--- config.mk ---
export PLATFORM = sky130hd
export DESIGN_NAME = downstream_cancel_tracker
export DESIGN_NICKNAME = d
export VERILOG_FILES = /design/src/rtl/downstream_cancel_tracker.sv
export SDC_FILE = /design/constraint.sdc
export NUM_CORES = 2
export LEC_CHECK = 0
export BUFFER_PORTS_ARGS = -buffer_cell sky130_fd_sc_hd__buf_2
export CORE_MARGIN = 3
export CORE_UTILIZATION = 50
export CTS_CLUSTER_DIAMETER = 150
export DETAILED_ROUTE_END_ITERATION = 10
export GPL_TIMING_DRIVEN = 1
export HOLD_SLACK_MARGIN = 0.02
export PLACE_DENSITY = 0.68
export SLEW_MARGIN = 15
export SYNTH_ARGS = -nofsm -noshare
export SYNTH_HDL_FRONTEND = slang
export SYNTH_SLANG_ARGS = --single-unit
--- constraint.sdc ---
create_clock -name clk -period 3 [get_ports clk]
set_input_delay 0.15 -clock clk [delete_from_list [all_inputs] [get_ports clk]]
set_output_delay 0.15 -clock clk [all_outputs]
set_load 0.05 [all_outputs]
--- src/rtl/downstream_cancel_tracker.sv ---
// Per-client cancelled-quantity table updated by a three-state report sequencer (IDLE/READ/WRITE).
// The registered query port forwards the value being written this cycle.
module downstream_cancel_tracker #(
    parameter int unsigned NUM_CLIENTS = 32,
    parameter int unsigned CNT_W       = 32
) (
    input  logic             clk,
    input  logic             HRESETn,
    input  logic             rpt_valid,
    output logic             rpt_ready,
    input  logic [4:0]       rpt_client,
    input  logic [15:0]      rpt_amount,
    input  logic             rpt_clear,
    input  logic [4:0]       qry_client,
    output logic [CNT_W-1:0] qry_cancelled,
    output logic [15:0]      rpt_count,
    output logic             sat_flag,
    output logic             err_flag
);

    localparam int unsigned ID_W  = 5;
    localparam int unsigned AMT_W = 16;
    localparam int unsigned SUM_W = CNT_W + 1;

    typedef enum logic [1:0] {
        IDLE  = 2'd0,
        READ  = 2'd1,
        WRITE = 2'd2
    } state_e;

    state_e state_q, state_d;
    logic   accept_c;

    logic [CNT_W-1:0] tbl [NUM_CLIENTS];
    logic [ID_W-1:0]  cl_q;
    logic [AMT_W-1:0] amt_q;
    logic             clr_q;
    logic [CNT_W-1:0] old_q;

    logic             cl_in_range_c;
    logic [CNT_W-1:0] rd_old_c;
    logic [CNT_W-1:0] rd_qry_c;
    logic [SUM_W-1:0] sum_c;
    logic             ovf_c;
    logic [CNT_W-1:0] new_c;
    logic             wr_en_c;
    logic [CNT_W-1:0] qry_next_c;

    // State register
    always_ff @(posedge clk or negedge HRESETn) begin
        if (!HRESETn) begin
            state_q <= IDLE;
        end else begin
            state_q <= state_d;
        end
    end

    // Next state and handshake; ready is gated by reset so nothing is taken while held
    always_comb begin
        state_d   = state_q;
        rpt_ready = 1'b0;
        accept_c  = 1'b0;
        case (state_q)
            IDLE: begin
                rpt_ready = HRESETn;
                accept_c  = rpt_valid & HRESETn;
                if (accept_c) begin
                    state_d = READ;
                end
            end
            READ:    state_d = WRITE;
            WRITE:   state_d = IDLE;
            default: state_d = IDLE;
        endcase
    end

    // Table read ports; an out-of-range id matches no entry and reads zero
    always_comb begin
        rd_old_c = '0;
        rd_qry_c = '0;
        for (int unsigned i = 0; i < NUM_CLIENTS; i++) begin
            if (32'(cl_q) == i) begin
                rd_old_c = tbl[i];
            end
            if (32'(qry_client) == i) begin
                rd_qry_c = tbl[i];
            end
        end
    end

    // Update value with saturation; clear wins over the amount
    always_comb begin
        cl_in_range_c = 32'(cl_q) < NUM_CLIENTS;
        sum_c         = SUM_W'(old_q) + SUM_W'(amt_q);
        ovf_c         = sum_c[CNT_W];
        if (clr_q) begin
            new_c = '0;
        end else if (ovf_c) begin
            new_c = '1;
        end else begin
            new_c = sum_c[CNT_W-1:0];
        end
        wr_en_c    = (state_q == WRITE) && cl_in_range_c;
        qry_next_c = (wr_en_c && (qry_client == cl_q)) ? new_c : rd_qry_c;
    end

    always_ff @(posedge clk or negedge HRESETn) begin
        if (!HRESETn) begin
            for (int unsigned i = 0; i < NUM_CLIENTS; i++) begin
                tbl[i] <= '0;
            end
            cl_q          <= '0;
            amt_q         <= '0;
            clr_q         <= 1'b0;
            old_q         <= '0;
            qry_cancelled <= '0;
            rpt_count     <= '0;
            sat_flag      <= 1'b0;
            err_flag      <= 1'b0;
        end else begin
            if (accept_c) begin
                cl_q      <= rpt_client;
                amt_q     <= rpt_amount;
                clr_q     <= rpt_clear;
                rpt_count <= rpt_count + 16'd1;
            end
            if (state_q == READ) begin
                old_q <= rd_old_c;
            end
            if (wr_en_c) begin
                for (int unsigned i = 0; i < NUM_CLIENTS; i++) begin
                    if (32'(cl_q) == i) begin
                        tbl[i] <= new_c;
                    end
                end
                if (!clr_q && ovf_c) begin
                    sat_flag <= 1'b1;
                end
            end
            if ((state_q == WRITE) && !cl_in_range_c) begin
                err_flag <= 1'b1;
            end
            qry_cancelled <= qry_next_c;
        end
    end

endmodule

==> run summary <==
STA puts the critical path data required time at 3.70 ns. Share of cell area taken by muxes after synthesis: 4.252%. Walking the worst path, the cells encountered are buf_6 > buf_4 > nor2b_1 > o211ai_1 > buf_4 > buf_6 > o21ai_0 > a211o_1 > a31oi_1 > buf_4 > o21ai_0 > buf_4 > a211o_1 > a31oi_4. The area of the core region was 115000 um^2. The most common cell after layout, fill and taps aside was sky130_fd_sc_hd__nand2_1. The die extent in y works out to 347.2 um. The worst setup path is captured at a flop.

For the number of global-route vias before repair, the log shows 57810. After layout, the minimum clock period comes to 3.092 ns. Clock tree buffer depth: 3.

The final reports fail on setup timing. When the netlist entered floorplanning its net count stood at 6686. Of the total power, the share spent switching nets is 38.95%. The startpoint type of the worst setup path is a flop. Routed wirelength normalized by instance count: 34.33 um. The source-to-sink clock delay at the later pin of the worst-skew pair was 0.80 ns; the signed area change from the synthesized netlist to the final layout was 26.55%. The floorplan step defined a die boundary enclosing 120500 um^2. The run gives 0 as the number of nets with antenna violations after routing.

The worst setup path is of the flop to flop kind. Counting every instance in the synthesized netlist gives 6638. Number of placement rows: 124.

The floorplan step set the die width to 347.2 um. The first global-routing pass estimated 425100 um of wire. The number of levels the H-tree was split into is 4. After synthesis the netlist holds a flip-flop and latch count of 1129.

The analysis attributes to cell leakage a power of 32.53 nW. IR analysis of the VDD net gives a maximum drop of 0.8575 mV. Yosys mapped a number of flops with a built-in enable equal to 0.

In the final layout, the share of cells above drive strength 1 is 23.00%. The run gives 22 as the initial antenna violation count. The DRC violation count after routing was 0.

After synthesis, the largest family of logic cells by area is compound AO/OA/AOI/OAI gates. The number of CTS-inserted buffers came out at 131. Average cell area after synthesis: 8.769 um^2. Warning count from the yosys run: 0.

After synthesis the cells add up to 58210 um^2. The sum of overflow across all layers after global routing was 0. The max capacitance violation total was 0; the clock transition at the registers of the reported paths was 0.06 ns. The internal power of the cells totals 35.61 mW.

Counting the fill cells in the layout gives 9786. The count of different cell masters after synthesis came out at 104. The worst-case clock skew came out at 0.02898 ns. The run finished, with violations left. For the starting density of the core, the log shows 50.63%. Areal power density over the cells: 791.8 nW/um^2. The top flip-flop cell by instance count after synthesis is sky130_fd_sc_hd__dfrtp_1. The highest achievable clock rate came out at 323.4 MHz. In this design, the stage delay of the slowest critical-path cell is 0.57 ns.

The biggest fanout along the worst timing path is 12. TritonCTS built the clock tree. The first TritonRoute pass finished after 10 iterations. The first routing iteration left 10900 violations. Summing the areas of all xor and xnor instances in the mapped netlist gives 0.5567% of the synthesized area.

The worst hold path class is primary input to async pin. The worst register-to-register path has a depth of 14. The vias after detailed routing is 62270. The number of port buffers is 79. The cell at the slowest stage of the critical path is sky130_fd_sc_hd__dfrtp_4. The share of synthesized cell area in and, or, nand and nor gates was 14.65%; the slew at the pin closest to its max-slew limit was 1.241 ns.

The routed design has 306600 um of wire. The cell that appears most often on the critical path is sky130_fd_sc_hd__buf_4. Sequential cells account for 36.4% of the total power.

The library cells used most frequently in the layout, excluding fill and tap cells, are sky130_fd_sc_hd__nand2_1, sky130_fd_sc_hd__dfrtp_1, sky130_fd_sc_hd__o21ai_0. In this run the power spent charging and discharging nets is 22.72 mW. The least setup slack across all paths after layout came out at -0.09212 ns. Routability-driven placement finished with a final weighted congestion of 1.109.

Dividing the detail-routed via count by the number of cells gives 6.972. After routing the design area is 73660 um^2. 81 I/O pins were placed.

Setup repair after global routing could not meet its margin everywhere. The synthesized netlist devotes 26.94% of its cell area to compound gates. Root buffer cell: sky130_fd_sc_hd__clkbuf_16. In the finished design, the share of the clock period the worst path needs comes to 103.1%. The fraction of power consumed by the clock network came out at 29.7%. Clock tree synthesis found a total of 1129 sinks. STA puts the critical path data arrival time at 3.79 ns.

The tools report the share of power burned in combinational logic as 33.8%. The logs give 0 for the number of max-slew violations in the final report and 48.54% for the sequential cell area fraction in the yosys report. The adder-cell share of the synthesized area is 0.3998%, and the fraction of registers with async set/reset is 100.0%.

The total global-route track usage is 49.02%, and the final count of negative-setup-slack endpoints is 25. In this run the tightest slew margin relative to its limit is 16.41%. For the post-layout utilization of the core, the log shows 64.07%. The HPWL after detailed placement is 225000 um. The final layout contains 7350 nets. Cell area after placement: 67280 um^2. The number of hold violations in the final report is 0. Entering global routing, the biggest net connects 175 pins.
-- timing repair --
item,in CTS,in global routing
pin swaps,11,24
endpoints found under the hold margin,265,0
hold buffers,24,0
buffers inserted,6,11
gates resized for setup,85,256
cloned,0,13
setup endpoints to repair,599,557
-- kinds of logic (layout without fill, tap and decap cells) --
family	Yosys count	count (layout)
compound gates	2605	2605
simple gates	2017	2017
flops	1129	1129
buf+inv	630	1397
mux	201	201
xor+xnor	37	37
fa+ha+maj	18	18
other cells	1	15
-- sequential cells by signal, summed over array words and instances, names as in the netlist --
name           flops
tbl             1024
old_q             32
qry_cancelled     32
amt_q             16
rpt_count         16
cl_q               5
state_q            2
clr_q              1
sat_flag           1
-- final cells by class --
class | instances | area (um^2) | area share, %
Inverter | 27 | 101.3 | 0.1376
Sequential cell | 1129 | 28270 | 38.38
Antenna cell | 14 | 35.03 | 0.04756
Tap cell | 1512 | 1892 | 2.568
Multi-Input combinational cell | 4879 | 28360 | 38.50
Timing Repair Buffer | 1134 | 10380 | 14.09
Clock inverter | 47 | 675.6 | 0.9172
Clock buffer | 189 | 3944 | 5.354
-- synthesized netlist by cell type, drive strengths merged, types with 9 or more instances --
library cell  number  area [um^2]
a2111oi           19        185.2
a211o             22        192.7
a211oi            37        282.8
a21o              11        82.58
a21oi            318         1595
a221o             19        190.2
a221oi            76        671.9
a222oi            19        190.2
a22o              18        157.7
a22oi            194         1456
a2bb2oi           11        96.34
a31oi             68        446.7
and2              11        71.32
and3              25        162.7
buf              176         1001
clkbuf           427         1610
dfrtp           1129        28250
ha                17        212.7
inv               26        97.59
mux2              70        788.3
mux2i            101         1011
mux4              30        675.7
nand2           1336         5017
nand2b            22        137.6
nand3             77        390.4
nand4             31        193.9
nor2             281         1070
nor2b             30        195.2
nor3              94        485.5
nor3b             15        127.6
nor4              37        231.5
o2111ai           10        87.58
o211ai            19        147.6
o21a              16        120.1
o21ai           1319         6628
o221ai            74        660.6
o22ai            260         1633
o31ai             12        90.09
or3               13        81.33
or4                9        67.56
xnor2             23        201.4
xor2              14        122.6
-- layer usage --
metal	global-route usage, %	share of wire (%)	vias up	routed length (um)
met3	19.49	16	1081	47650
met1	66.94	38	30480	115600
met2	67.13	40	5135	121800
met4	24.98	7.0	14	21420
li1	-	-	25560	-
met5	0	0.029	-	88
-- critical path, delay by kind of cell, from the launching register on --
kind	cells	cell delay, ns
buf+inv	6	0.90
compound gates	7	1.38
flops	1	0.57
simple gates	1	0.14
-- path summary, 6_finish.rpt --
kind                                      from            end  slack (ns)
worst max register to register         cl_q[1]      old_q[20]       -0.09
worst max-delay path                   cl_q[1]      old_q[20]       -0.09
max in group asynchronous              HRESETn      old_q[11]        1.31
worst min register to register   rpt_count[15]  rpt_count[15]        0.48
worst min-delay path                   HRESETn      old_q[27]        0.02
min in group clk                rpt_amount[10]      amt_q[10]        0.12
-- power by group through the flow --
stage | clock network, mW | registers (mW) | logic (mW)
after global routing | 17.9 | 21.4 | 20.5
after detailed placement | 0 | 21.2 | 17.3
after floorplan | 0 | 20.2 | 8.15
after CTS | 17.3 | 20.9 | 17.8
final | 17.3 | 21.2 | 19.7
after global placement | 0 | 21.1 | 17.1
-- through the flow --
step	setup WS [ns]	power, mW	setup TNS [ns]	std cells	hold slack, ns
3_3_place_gp	-0.6273	38.18	-58.69	8627	0.2618
3_5_place_dp	-0.5709	38.50	-67.86	8627	0.2751
5_1_grt	-0.1075	59.79	-2.219	8918	0.07857
4_1_cts	-0.05402	56.06	-0.09792	8893	0.05951
6_report	-0.09212	58.33	-0.6299	8931	0.01601
2_1_floorplan	0.1485	28.38	0	6638	-0.1456
Note: power is estimated with default switching activity, not from simulation.
